[config.mk]
export PLATFORM = sky130hd
export DESIGN_NAME = hazard_scoreboard_flat
export DESIGN_NICKNAME = d
export VERILOG_FILES = /design/src/rtl/hazard_pkg.sv /design/src/rtl/hazard_scoreboard_if.sv /design/src/rtl/hazard_scoreboard_sat_counter.sv /design/src/rtl/hazard_scoreboard.sv /design/src/flat_wrapper.sv
export SDC_FILE = /design/constraint.sdc
export NUM_CORES = 1
export LEC_CHECK = 0
export ABC_AREA = 1
export CAP_MARGIN = 40
export CORE_UTILIZATION = 40
export DETAILED_ROUTE_END_ITERATION = 10
export PLACE_DENSITY = 0.69
export SLEW_MARGIN = 20
export SYNTH_ARGS = -nofsm -noshare
export SYNTH_HDL_FRONTEND = slang
export SYNTH_SLANG_ARGS = --single-unit
[constraint.sdc]
create_clock -name clk -period 2.1 [get_ports clk]
set_input_delay 0.525 -clock clk [delete_from_list [all_inputs] [get_ports clk]]
set_output_delay 0.525 -clock clk [all_outputs]
set_load 0.01 [all_outputs]
[src/rtl/hazard_pkg.sv]
// Shared defaults and hazard-cause encoding for the pipeline hazard scoreboard.
package hazard_pkg;

  localparam int REG_W_DEF = 5;
  localparam int CNT_W_DEF = 32;

  typedef enum logic [1:0] {
    CAUSE_NONE    = 2'd0,
    CAUSE_LOAD    = 2'd1,
    CAUSE_BR_EX   = 2'd2,
    CAUSE_BR_LOAD = 2'd3
  } hazard_cause_e;

endpackage

[src/rtl/hazard_scoreboard_if.sv]
// Pipeline-to-scoreboard bundle: ID/EX/MEM register info in, stall controls and statistics out.
interface hazard_scoreboard_if import hazard_pkg::*; #(
  parameter int REG_W = REG_W_DEF,
  parameter int CNT_W = CNT_W_DEF
) ();

  logic [REG_W-1:0]      ID_rs;
  logic [REG_W-1:0]      ID_rt;
  logic                  ID_useRs;
  logic                  ID_useRt;
  logic                  ID_uncertainJump;
  logic [REG_W-1:0]      EX_rw;
  logic                  EX_regWrite;
  logic                  EX_memToReg;
  logic [REG_W-1:0]      MEM_rw;
  logic                  MEM_memToReg;
  logic                  MEM_ready;
  logic                  stall;
  logic                  memStall;
  logic [2**REG_W-1:0]   pending;
  logic [CNT_W-1:0]      stallCycles;
  logic [CNT_W-1:0]      memStallCycles;
  logic                  memTimeout;

  modport master (
    output ID_rs, ID_rt, ID_useRs, ID_useRt, ID_uncertainJump,
    output EX_rw, EX_regWrite, EX_memToReg,
    output MEM_rw, MEM_memToReg, MEM_ready,
    input  stall, memStall, pending, stallCycles, memStallCycles, memTimeout
  );

  modport slave (
    input  ID_rs, ID_rt, ID_useRs, ID_useRt, ID_uncertainJump,
    input  EX_rw, EX_regWrite, EX_memToReg,
    input  MEM_rw, MEM_memToReg, MEM_ready,
    output stall, memStall, pending, stallCycles, memStallCycles, memTimeout
  );

endinterface

[src/rtl/hazard_scoreboard_sat_counter.sv]
// Event counter that sticks at all-ones instead of wrapping.
module sat_counter import hazard_pkg::*; #(
  parameter int WIDTH = CNT_W_DEF
) (
  input  logic             clk,
  input  logic             rst_n,
  input  logic             inc,
  output logic [WIDTH-1:0] count
);

  always_ff @(posedge clk or negedge rst_n) begin
    if (!rst_n) begin
      count <= '0;
    end else if (inc && (count != '1)) begin
      count <= count + WIDTH'(1);
    end
  end

endmodule

[src/rtl/hazard_scoreboard.sv]
// Load-use / branch hazard detection with a pending-load scoreboard, memory-stall
// freeze, saturating statistics and a sticky memory-timeout flag.
module hazard_scoreboard import hazard_pkg::*; #(
  parameter int REG_W        = REG_W_DEF,
  parameter int BRANCH_IN_ID = 1,
  parameter int CNT_W        = CNT_W_DEF,
  parameter int TIMEOUT      = 255
) (
  input logic                clk,
  input logic                rst_n,
  hazard_scoreboard_if.slave bus
);

  localparam int NREG   = 2**REG_W;
  localparam int WAIT_W = (TIMEOUT < 1) ? 1 : $clog2(TIMEOUT + 1);
  localparam logic [WAIT_W-1:0] WAIT_MAX = WAIT_W'(TIMEOUT);
  localparam logic BR_EN = (BRANCH_IN_ID != 0);

  logic [NREG-1:0]   pending_q;
  logic [WAIT_W-1:0] wait_q;
  logic [WAIT_W-1:0] wait_inc;
  logic              timeout_q;
  logic              ex_match;
  logic              haz_load;
  logic              haz_br_ex;
  logic              haz_br_load;
  logic              mem_stall;
  logic              stall_w;
  logic              pend_set;
  logic              pend_clr;
  hazard_cause_e     cause;

  // Register 0 is hardwired, so a write to it can never create a dependency.
  assign ex_match = (bus.EX_rw != '0) &&
                    ((bus.ID_useRs && (bus.ID_rs == bus.EX_rw)) ||
                     (bus.ID_useRt && (bus.ID_rt == bus.EX_rw)));

  assign haz_load    = bus.EX_memToReg && ex_match;
  assign haz_br_ex   = BR_EN && bus.ID_uncertainJump && bus.EX_regWrite && ex_match;
  assign haz_br_load = BR_EN && bus.ID_uncertainJump &&
                       ((pending_q[bus.ID_rs] && bus.ID_useRs) ||
                        (pending_q[bus.ID_rt] && bus.ID_useRt));

  always_comb begin
    cause = CAUSE_NONE;
    if (haz_br_load) cause = CAUSE_BR_LOAD;
    if (haz_br_ex)   cause = CAUSE_BR_EX;
    if (haz_load)    cause = CAUSE_LOAD;
  end

  // A frozen pipe must not also receive a bubble, so memStall masks stall.
  assign mem_stall = bus.MEM_memToReg && !bus.MEM_ready;
  assign stall_w   = (cause != CAUSE_NONE) && !mem_stall;

  assign pend_set = bus.EX_memToReg && (bus.EX_rw != '0) && !mem_stall;
  assign pend_clr = bus.MEM_memToReg && bus.MEM_ready;

  // Set is applied after clear so a back-to-back load to the same register stays pending.
  always_ff @(posedge clk or negedge rst_n) begin
    if (!rst_n) begin
      pending_q <= '0;
    end else begin
      if (pend_clr) pending_q[bus.MEM_rw] <= 1'b0;
      if (pend_set) pending_q[bus.EX_rw]  <= 1'b1;
    end
  end

  assign wait_inc = (wait_q == WAIT_MAX) ? wait_q : wait_q + WAIT_W'(1);

  always_ff @(posedge clk or negedge rst_n) begin
    if (!rst_n) begin
      wait_q    <= '0;
      timeout_q <= 1'b0;
    end else if (mem_stall) begin
      wait_q <= wait_inc;
      if (wait_inc == WAIT_MAX) timeout_q <= 1'b1;
    end else begin
      wait_q <= '0;
    end
  end

  sat_counter #(.WIDTH(CNT_W)) u_stall_cnt (
    .clk   (clk),
    .rst_n (rst_n),
    .inc   (stall_w),
    .count (bus.stallCycles)
  );

  sat_counter #(.WIDTH(CNT_W)) u_mem_stall_cnt (
    .clk   (clk),
    .rst_n (rst_n),
    .inc   (mem_stall),
    .count (bus.memStallCycles)
  );

  assign bus.stall      = stall_w;
  assign bus.memStall   = mem_stall;
  assign bus.pending    = pending_q;
  assign bus.memTimeout = timeout_q;

endmodule

[src/flat_wrapper.sv]
// flat-port wrapper written by rule: the top's interface ports become plain ports
module hazard_scoreboard_flat import hazard_pkg::*;
#(
  parameter int REG_W        = REG_W_DEF,
  parameter int BRANCH_IN_ID = 1,
  parameter int CNT_W        = CNT_W_DEF,
  parameter int TIMEOUT      = 255
)
  (clk, rst_n, bus_ID_rs, bus_ID_rt, bus_ID_useRs, bus_ID_useRt, bus_ID_uncertainJump, bus_EX_rw, bus_EX_regWrite, bus_EX_memToReg, bus_MEM_rw, bus_MEM_memToReg, bus_MEM_ready, bus_stall, bus_memStall, bus_pending, bus_stallCycles, bus_memStallCycles, bus_memTimeout);
  hazard_scoreboard_if #(.REG_W(REG_W), .CNT_W(CNT_W)) bus_i ();
  input logic clk;
  input logic rst_n;
  input wire logic [$bits(bus_i.ID_rs)-1:0] bus_ID_rs;
  input wire logic [$bits(bus_i.ID_rt)-1:0] bus_ID_rt;
  input wire logic [$bits(bus_i.ID_useRs)-1:0] bus_ID_useRs;
  input wire logic [$bits(bus_i.ID_useRt)-1:0] bus_ID_useRt;
  input wire logic [$bits(bus_i.ID_uncertainJump)-1:0] bus_ID_uncertainJump;
  input wire logic [$bits(bus_i.EX_rw)-1:0] bus_EX_rw;
  input wire logic [$bits(bus_i.EX_regWrite)-1:0] bus_EX_regWrite;
  input wire logic [$bits(bus_i.EX_memToReg)-1:0] bus_EX_memToReg;
  input wire logic [$bits(bus_i.MEM_rw)-1:0] bus_MEM_rw;
  input wire logic [$bits(bus_i.MEM_memToReg)-1:0] bus_MEM_memToReg;
  input wire logic [$bits(bus_i.MEM_ready)-1:0] bus_MEM_ready;
  output wire logic [$bits(bus_i.stall)-1:0] bus_stall;
  output wire logic [$bits(bus_i.memStall)-1:0] bus_memStall;
  output wire logic [$bits(bus_i.pending)-1:0] bus_pending;
  output wire logic [$bits(bus_i.stallCycles)-1:0] bus_stallCycles;
  output wire logic [$bits(bus_i.memStallCycles)-1:0] bus_memStallCycles;
  output wire logic [$bits(bus_i.memTimeout)-1:0] bus_memTimeout;
  assign bus_i.ID_rs = bus_ID_rs;
  assign bus_i.ID_rt = bus_ID_rt;
  assign bus_i.ID_useRs = bus_ID_useRs;
  assign bus_i.ID_useRt = bus_ID_useRt;
  assign bus_i.ID_uncertainJump = bus_ID_uncertainJump;
  assign bus_i.EX_rw = bus_EX_rw;
  assign bus_i.EX_regWrite = bus_EX_regWrite;
  assign bus_i.EX_memToReg = bus_EX_memToReg;
  assign bus_i.MEM_rw = bus_MEM_rw;
  assign bus_i.MEM_memToReg = bus_MEM_memToReg;
  assign bus_i.MEM_ready = bus_MEM_ready;
  assign bus_stall = bus_i.stall;
  assign bus_memStall = bus_i.memStall;
  assign bus_pending = bus_i.pending;
  assign bus_stallCycles = bus_i.stallCycles;
  assign bus_memStallCycles = bus_i.memStallCycles;
  assign bus_memTimeout = bus_i.memTimeout;
  hazard_scoreboard #(.REG_W(REG_W), .BRANCH_IN_ID(BRANCH_IN_ID), .CNT_W(CNT_W), .TIMEOUT(TIMEOUT)) u_core (.clk(clk), .rst_n(rst_n), .bus(bus_i));
endmodule
==> qor.yml, run 1 <==
finish:
  final_layout_size_suffix_gt1_share_pct: 24.9
  finish.utilization_pct: 62.1
  syn_to_final_growth_pct: 52.2
  diodes: 0
  nNetsFinal: 1145
  final_cells: 1334
  design_area_um2: 9790
setup_path:
  worstPathCellList: "buf_12, buf_12, inv_8, nand2_1, nand3_1, nand3_1, nand2_1, nand2_1, nand3_2, nand3_2, nand2_2, nand2_2, a21oi_2, buf_2"
  worst_r2r_endpoint: "u_core.u_stall_cnt.count[17]"
  worstPathArrival_ns: 1.78
  cp-startpoint: "bus_ID_rt[0]"
  critPathCaptureType: "primary output"
  cp.depth: 14
  worst-r2r-setup-slack_ns: 0
  critical-path-top-delay-family: "simple AND/OR/NAND/NOR gates"
  path_buf_inv: 4
  worstSetupStartpointType: "input port"
  r2r_start: "u_core.bus.pending[27]"
  crit_required_ns: 1.57
  max_stage_delay_ns: 0.15
  cpMostUsedCell: "nand2_1"
  path_max_fanout: 6
  cpMaxStageDelayCell: "buf_12"
  crit_path_end: "bus_stall"
  path_class: "in -> out"
  ff2ff_path_depth: 17
yosys:
  synth.distinct_cells: 33
  yosysTopAreaCell: "dfrtp_1"
  synthesis.nets: 896
  synth_area_per_cell_um2: 7.45
  synth_top_area_share_pct: 40.8
  synth_area_leaders: "dfrtp_1 (41%), nand2_1 (15%), nand3_1 (6.5%)"
  syn_area_um2: 6440
  syn_inst: 864
  ys.warnings.count: 0
  ys_ff_latch: 105
  ys_seq_area_share_pct: 40.8
clock_network:
  cts-root-buf: "clkbuf_16"
  cts_tree: "done"
  cts_buffers: 9
  htree_levels: 3
  path_clk_slew_ns: 0.07
  cts.sinks: 105
  cts_buffer_depth: 2
  insertion_delay_ns: 0.36
  ctsHoldBuffers: 0
timing:
  fin_crit_sh_pct: 110
  setup_slack_ns: -0.203
  finalHoldViolCount: 0
  rsz0062_at_grt: "yes"
  fin_setup_tns_ns: -0.470
  setup_viol: 17
  fin_crit_ns: 2.30
  maxSlewViolCount: 0
  relSlewSlack_pct: 74.7
  final.setup_skew_ns: 0.00688
  max_freq_ghz: 0.434
  worstMarginPinSlew_ns: 0.376
placed_design:
  io_buffers: 127
  place_congestion: 0.965
  place_area_um2: 8670
  dp.cells: 1284
  dp_hpwl_um: 14900
global_route:
  grt_max_degree: 48
  grt-ovfl-total: 0
  grt_usage_pct: 26.8
  grt_pass1_vias: 6636
  grt_antenna_before_repair: 0
  grt_pass1_wl_um: 34500
detailed_routing:
  vias: 7145
  routed_via_density: 5.36
  drt-initial-drc-count: 607
  firstDrtPassIters: 6
  drc_errors: 0
  ant_nets: 0
  routedWlPerCell_um: 16.6
  postRouteWirelength_um: 22200
run_status:
  status: "finished, violations left"
  violations: "setup timing"
floorplanning:
  die-width_um: 129
  rows: 46
  ios: 128
  die_y_um: 129
  die-area_um2: 16600
  core-area_um2: 15800
  initial_utilization_pct: 40.8
min_path:
  hold_class: "in -> async"
power_and_ir_drop:
  power_density_nw_per_um2: 651
  p_leak_nw: 4.48
  irDropWorstVdd_v: 0.000447
  power_mw: 6.38
run:
  maxCapViolCount: 0
## cell families (layout without fill, tap and decap cells)
logic type,Yosys count,after routing,share of synthesized area [%]
buffers and inverters,103,357,7.21
AOI/OAI and AO/OA,79,79,6.40
muxes,1,1,0.156
DFF,105,105,40.8
and+or+nand+nor,508,508,36.0
xor gates and xnor gates,65,65,8.85
adders and majority gates,3,3,0.583
## cells in the mapped netlist
cell,count
a211oi_1,1
a21boi_0,1
a21oi_1,7
a221oi_1,2
buf_2,7
buf_4,1
buf_6,8
clkbuf_1,7
dfrtp_1,105
ha_1,3
inv_1,68
inv_2,10
inv_4,2
mux2i_1,1
nand2_1,255
nand2_2,4
nand2_4,1
nand3_1,84
nand3_2,2
nand3_4,1
nand3b_1,1
nand4_1,46
nor2_1,55
nor2_2,5
nor2_4,3
nor3_1,34
nor3_2,4
nor4_1,12
nor4_2,1
o21ai_0,65
o22ai_1,3
xnor2_1,18
xor2_1,47
## state kept, by name, summed over array words and instances, names as in the netlist
| name | cells |
|---|---|
| u_core.bus.memTimeout | 1 |
| u_core.bus.pending | 32 |
| u_core.u_mem_stall_cnt.count | 32 |
| u_core.u_stall_cnt.count | 32 |
| u_core.wait_q | 8 |
## through the flow
stage                     worst slack [ns]  hold WS (ns)
after floorplan                     0.0245         0.229
after global placement               -1.03         0.425
after detailed placement             -1.05         0.431
after CTS                           -0.176        0.0495
after global routing                -0.280        0.0569
final                               -0.203        0.0492
## metal layers
metal / track usage, % / routed length, um / up-vias
li1: - / - / 3373
met1: 36.6 / 9810 / 3408
met2: 42.4 / 10200 / 322
met3: 5.41 / 1710 / 42
met4: 8.65 / 470 / 0
met5: 0 / 0 / -
## how the worst min path moves through the flow
stage                     start                            to  slack [ns]  cells past startpoint
after global routing      rst_n  u_core.u_stall_cnt.count[27]        0.06                      1
after detailed placement  rst_n  u_core.u_stall_cnt.count[27]        0.43                      1
after global placement    rst_n  u_core.u_stall_cnt.count[29]        0.43                      1
after CTS                 rst_n  u_core.u_stall_cnt.count[27]        0.05                      1
final                     rst_n  u_core.u_stall_cnt.count[27]        0.05                      1
after floorplan           rst_n         u_core.bus.memTimeout        0.23                      0
## worst reg2reg max path, delay by kind of cell (launching register included)
| family | cells | cell delay (ns) |
|---|---|---|
| simple gates | 13 | 0.99 |
| buf+inv | 4 | 0.57 |
| flops | 1 | 0.42 |
## layout make-up
type / instances / area, um^2
fillers: 1402 / 5980
multi-input cells: 656 / 3680
flip-flops and latches: 105 / 2630
repair buffers: 257 / 2530
inverters: 80 / 328
well taps: 216 / 270
clock buffers: 11 / 243
clock inverters: 5 / 61.3
repair inverters: 4 / 51.3
## layout by cell type (no fill, tap or decap), types with 3 or more instances in the layout
cell,Yosys,layout
nand2_1,255,217
clkdlybuf4s50_1,0,107
buf_4,1,103
dfrtp_1,105,101
inv_1,68,63
o21ai_0,65,63
nand3_1,84,62
nor2_1,55,53
xor2_1,47,46
nand4_1,46,46
nand2_2,4,36
nor3_1,34,30
nand3_2,2,24
xnor2_1,18,18
inv_2,10,14
nor4_1,12,11
buf_6,8,11
buf_12,0,11
clkbuf_16,0,9
buf_16,0,8
nand2_4,1,7
buf_2,7,7
nor3_2,4,6
a21oi_1,7,6
nor2_4,3,6
nor2_2,5,4
dfrtp_2,0,4
ha_1,3,3
inv_6,0,3
clkbuf_2,0,3
dlygate4sd2_1,0,3
## power by group
group          total, mW  internal, mW  switching (mW)
Sequential          2.54          2.25           0.286
Clock               1.78         0.971           0.812
Combinational       2.05          1.09           0.959
Total               6.38          4.32            2.06
## timing repair
action | 4_1_cts | 5_1_grt
gates resized for setup | 99 | 102
pin swaps | 20 | 41
setup buffers | 14 | 9
setup endpoints to repair | 34 | 54
gates cloned | 15 | 0
(Power assumes the default switching activity.)
==> run 2, diff against run 1 <==
--- a/config.mk
+++ b/config.mk
@@ -9,6 +9,7 @@
 export CAP_MARGIN = 40
 export CORE_UTILIZATION = 40
 export DETAILED_ROUTE_END_ITERATION = 10
+export GPL_TIMING_DRIVEN = 1
 export PLACE_DENSITY = 0.69
 export SLEW_MARGIN = 20
 export SYNTH_ARGS = -nofsm -noshare
==> results of run 2 <==
No change in the layout: final DEF, timing and power equal those of run 1.
==> edit, RTL diff (config.mk and constraints of run 1) <==
`CNT_W_DEF`: 32 -> 64.
--- a/src/rtl/hazard_pkg.sv
+++ b/src/rtl/hazard_pkg.sv
@@ -4,3 +4,3 @@
   localparam int REG_W_DEF = 5;
-  localparam int CNT_W_DEF = 32;
+  localparam int CNT_W_DEF = 64;
 
Interface: changed (resized bus_memStallCycles and bus_stallCycles); port bits go from 128 to 192. The function was not compared with the original's and may differ.
==> edit against run 1 <==
The run still ends with negative setup slack left; routed wire length is 120% higher; setup slack worse by 21 ps; non-clock buffer count increased by 279; critical endpoint unchanged; cell count increased by 90%; area after synthesis increased by 78%; design area grew 81%; sequential cell count is 64 higher; register-to-register slack lost 210 ps; total power is 64% higher; synthesized cell count increased by 90%.
==> edit: results (changes against run 1) <==
- Outcome: complete, but fails checks (unchanged)
- Failing checks: negative setup slack (unchanged)
- Ranking of synthesized cells by area: dfrtp_1 37%, nand2_1 16%, nand4_1 6.8% (was dfrtp_1 41%, nand2_1 15%, nand3_1 6.5%)
- CLK BUF: 18 (was 11)
- Slew @ Worst Pin: 519 ps (was 376 ps)
- Wire length on met3: 4270 um (was 1710 um)
- CP Max Fanout: 18 (was 6)
- 1st-iter DRT viols: 1417 (was 607)
- Nonclk buf count: 536 (was 257)
- WL met1: 21400 um (was 9810 um)
- Port Buf Inserts: 191 (was 127)
- Leakage: 8.05 nW (was 4.48 nW)
- Drt total wl: 48400 um (was 22200 um)
- RR Startpoint: u_core.u_stall_cnt.count[1]$_DFFE_PN0P_ (was u_core.bus.pending[27]$_DFF_PN0_)
- Switching power share of the total: 32.8% (was 32.3%)
- Worst setup margin: -224 ps (was -203 ps)
- Cell area after layout: 17800 um2 (was 9790 um2)
- Setup violators final: 64 (was 17)
- Placed cell count: 2456 (was 1284)
- Post-synth top cells: 495 x nand2_1, 169 x dfrtp_1, 165 x nor2_1, 143 x inv_1, 125 x nand4_1 (was 255 x nand2_1, 105 x dfrtp_1, 84 x nand3_1, 68 x inv_1, 65 x o21ai_0)
- Clk cell area share: 3.50% (was 3.10%)
- Worst R2R End: u_core.u_stall_cnt.count[1]$_DFFE_PN0P_ (was u_core.u_stall_cnt.count[17]$_DFFE_PN0P_)
- First-pass GRT wire length: 73200 um (was 34500 um)
- Worst-Skew Late Latency: 440 ps (was 360 ps)
- Critical path startpoint: bus_ID_rs[0] (was bus_ID_rt[0])
- Num sequential: 169 (was 105)
- Met2 wire len: 21000 um (was 10200 um)
- Nets: 2182 (was 1145)
- Fraction of area in multi-input gates: 37.7% (was 37.5%)
edit: cell types whose count changed after synthesis, sizes merged, moves of 4 or more:
| cell | run 1 | this run |
|---|---|---|
| nand2 | 260 | 501 |
| inv | 80 | 156 |
| xnor2 | 18 | 44 |
| o21ai | 65 | 104 |
| xor2 | 47 | 79 |
| buf | 16 | 36 |
| nand3 | 87 | 124 |
| nand3b | 1 | 6 |
| nand4 | 46 | 125 |
| nor2 | 63 | 170 |
| dfrtp | 105 | 169 |
| or2 | 0 | 4 |
| nor3 | 38 | 78 |
| clkbuf | 7 | 12 |
edit: cells by family (layout without fill, tap and decap cells):
kind of cell / after synthesis / count (layout) / share of synthesized area (%)
muxes: 1 / 1 / 0.0873
xor gates and xnor gates: 123 / 123 / 9.40
buffers and inverters: 204 / 725 / 7.82
and+or+nand+nor: 1025 / 1025 / 40.2
AOI/OAI and AO/OA: 117 / 117 / 5.27
DFF: 169 / 169 / 36.9
adders and majority gates: 3 / 3 / 0.328
edit: timing repair:
| action | 4_1_cts | 5_1_grt |
|---|---|---|
| hold buffers | 0 | 0 |
| endpoints found under the hold margin | 0 | 0 |
| buffers inserted | 29 | 13 |
| gates cloned | 18 | 5 |
| resized for setup | 112 | 85 |
| endpoints found under the setup margin | 119 | 136 |
| pin swaps | 41 | 52 |
edit: per-layer routing:
metal / up-vias / global-route usage, %
li1: 6445 / -
met1: 6608 / 47.0
met2: 699 / 49.3
met3: 123 / 5.68
met4: 0 / 12.6
met5: - / 0
edit: critical path: stages:
cell     delay, ps
buf_4          130
buf_12         150
inv_16          80
nand2_1         60
nand3_1         90
nand3_1         70
nand2_1        100
nand2_1         60
nand3_1         60
nand3_1         80
nand2_2         80
nand2_2         60
a21oi_2        110
buf_2          140
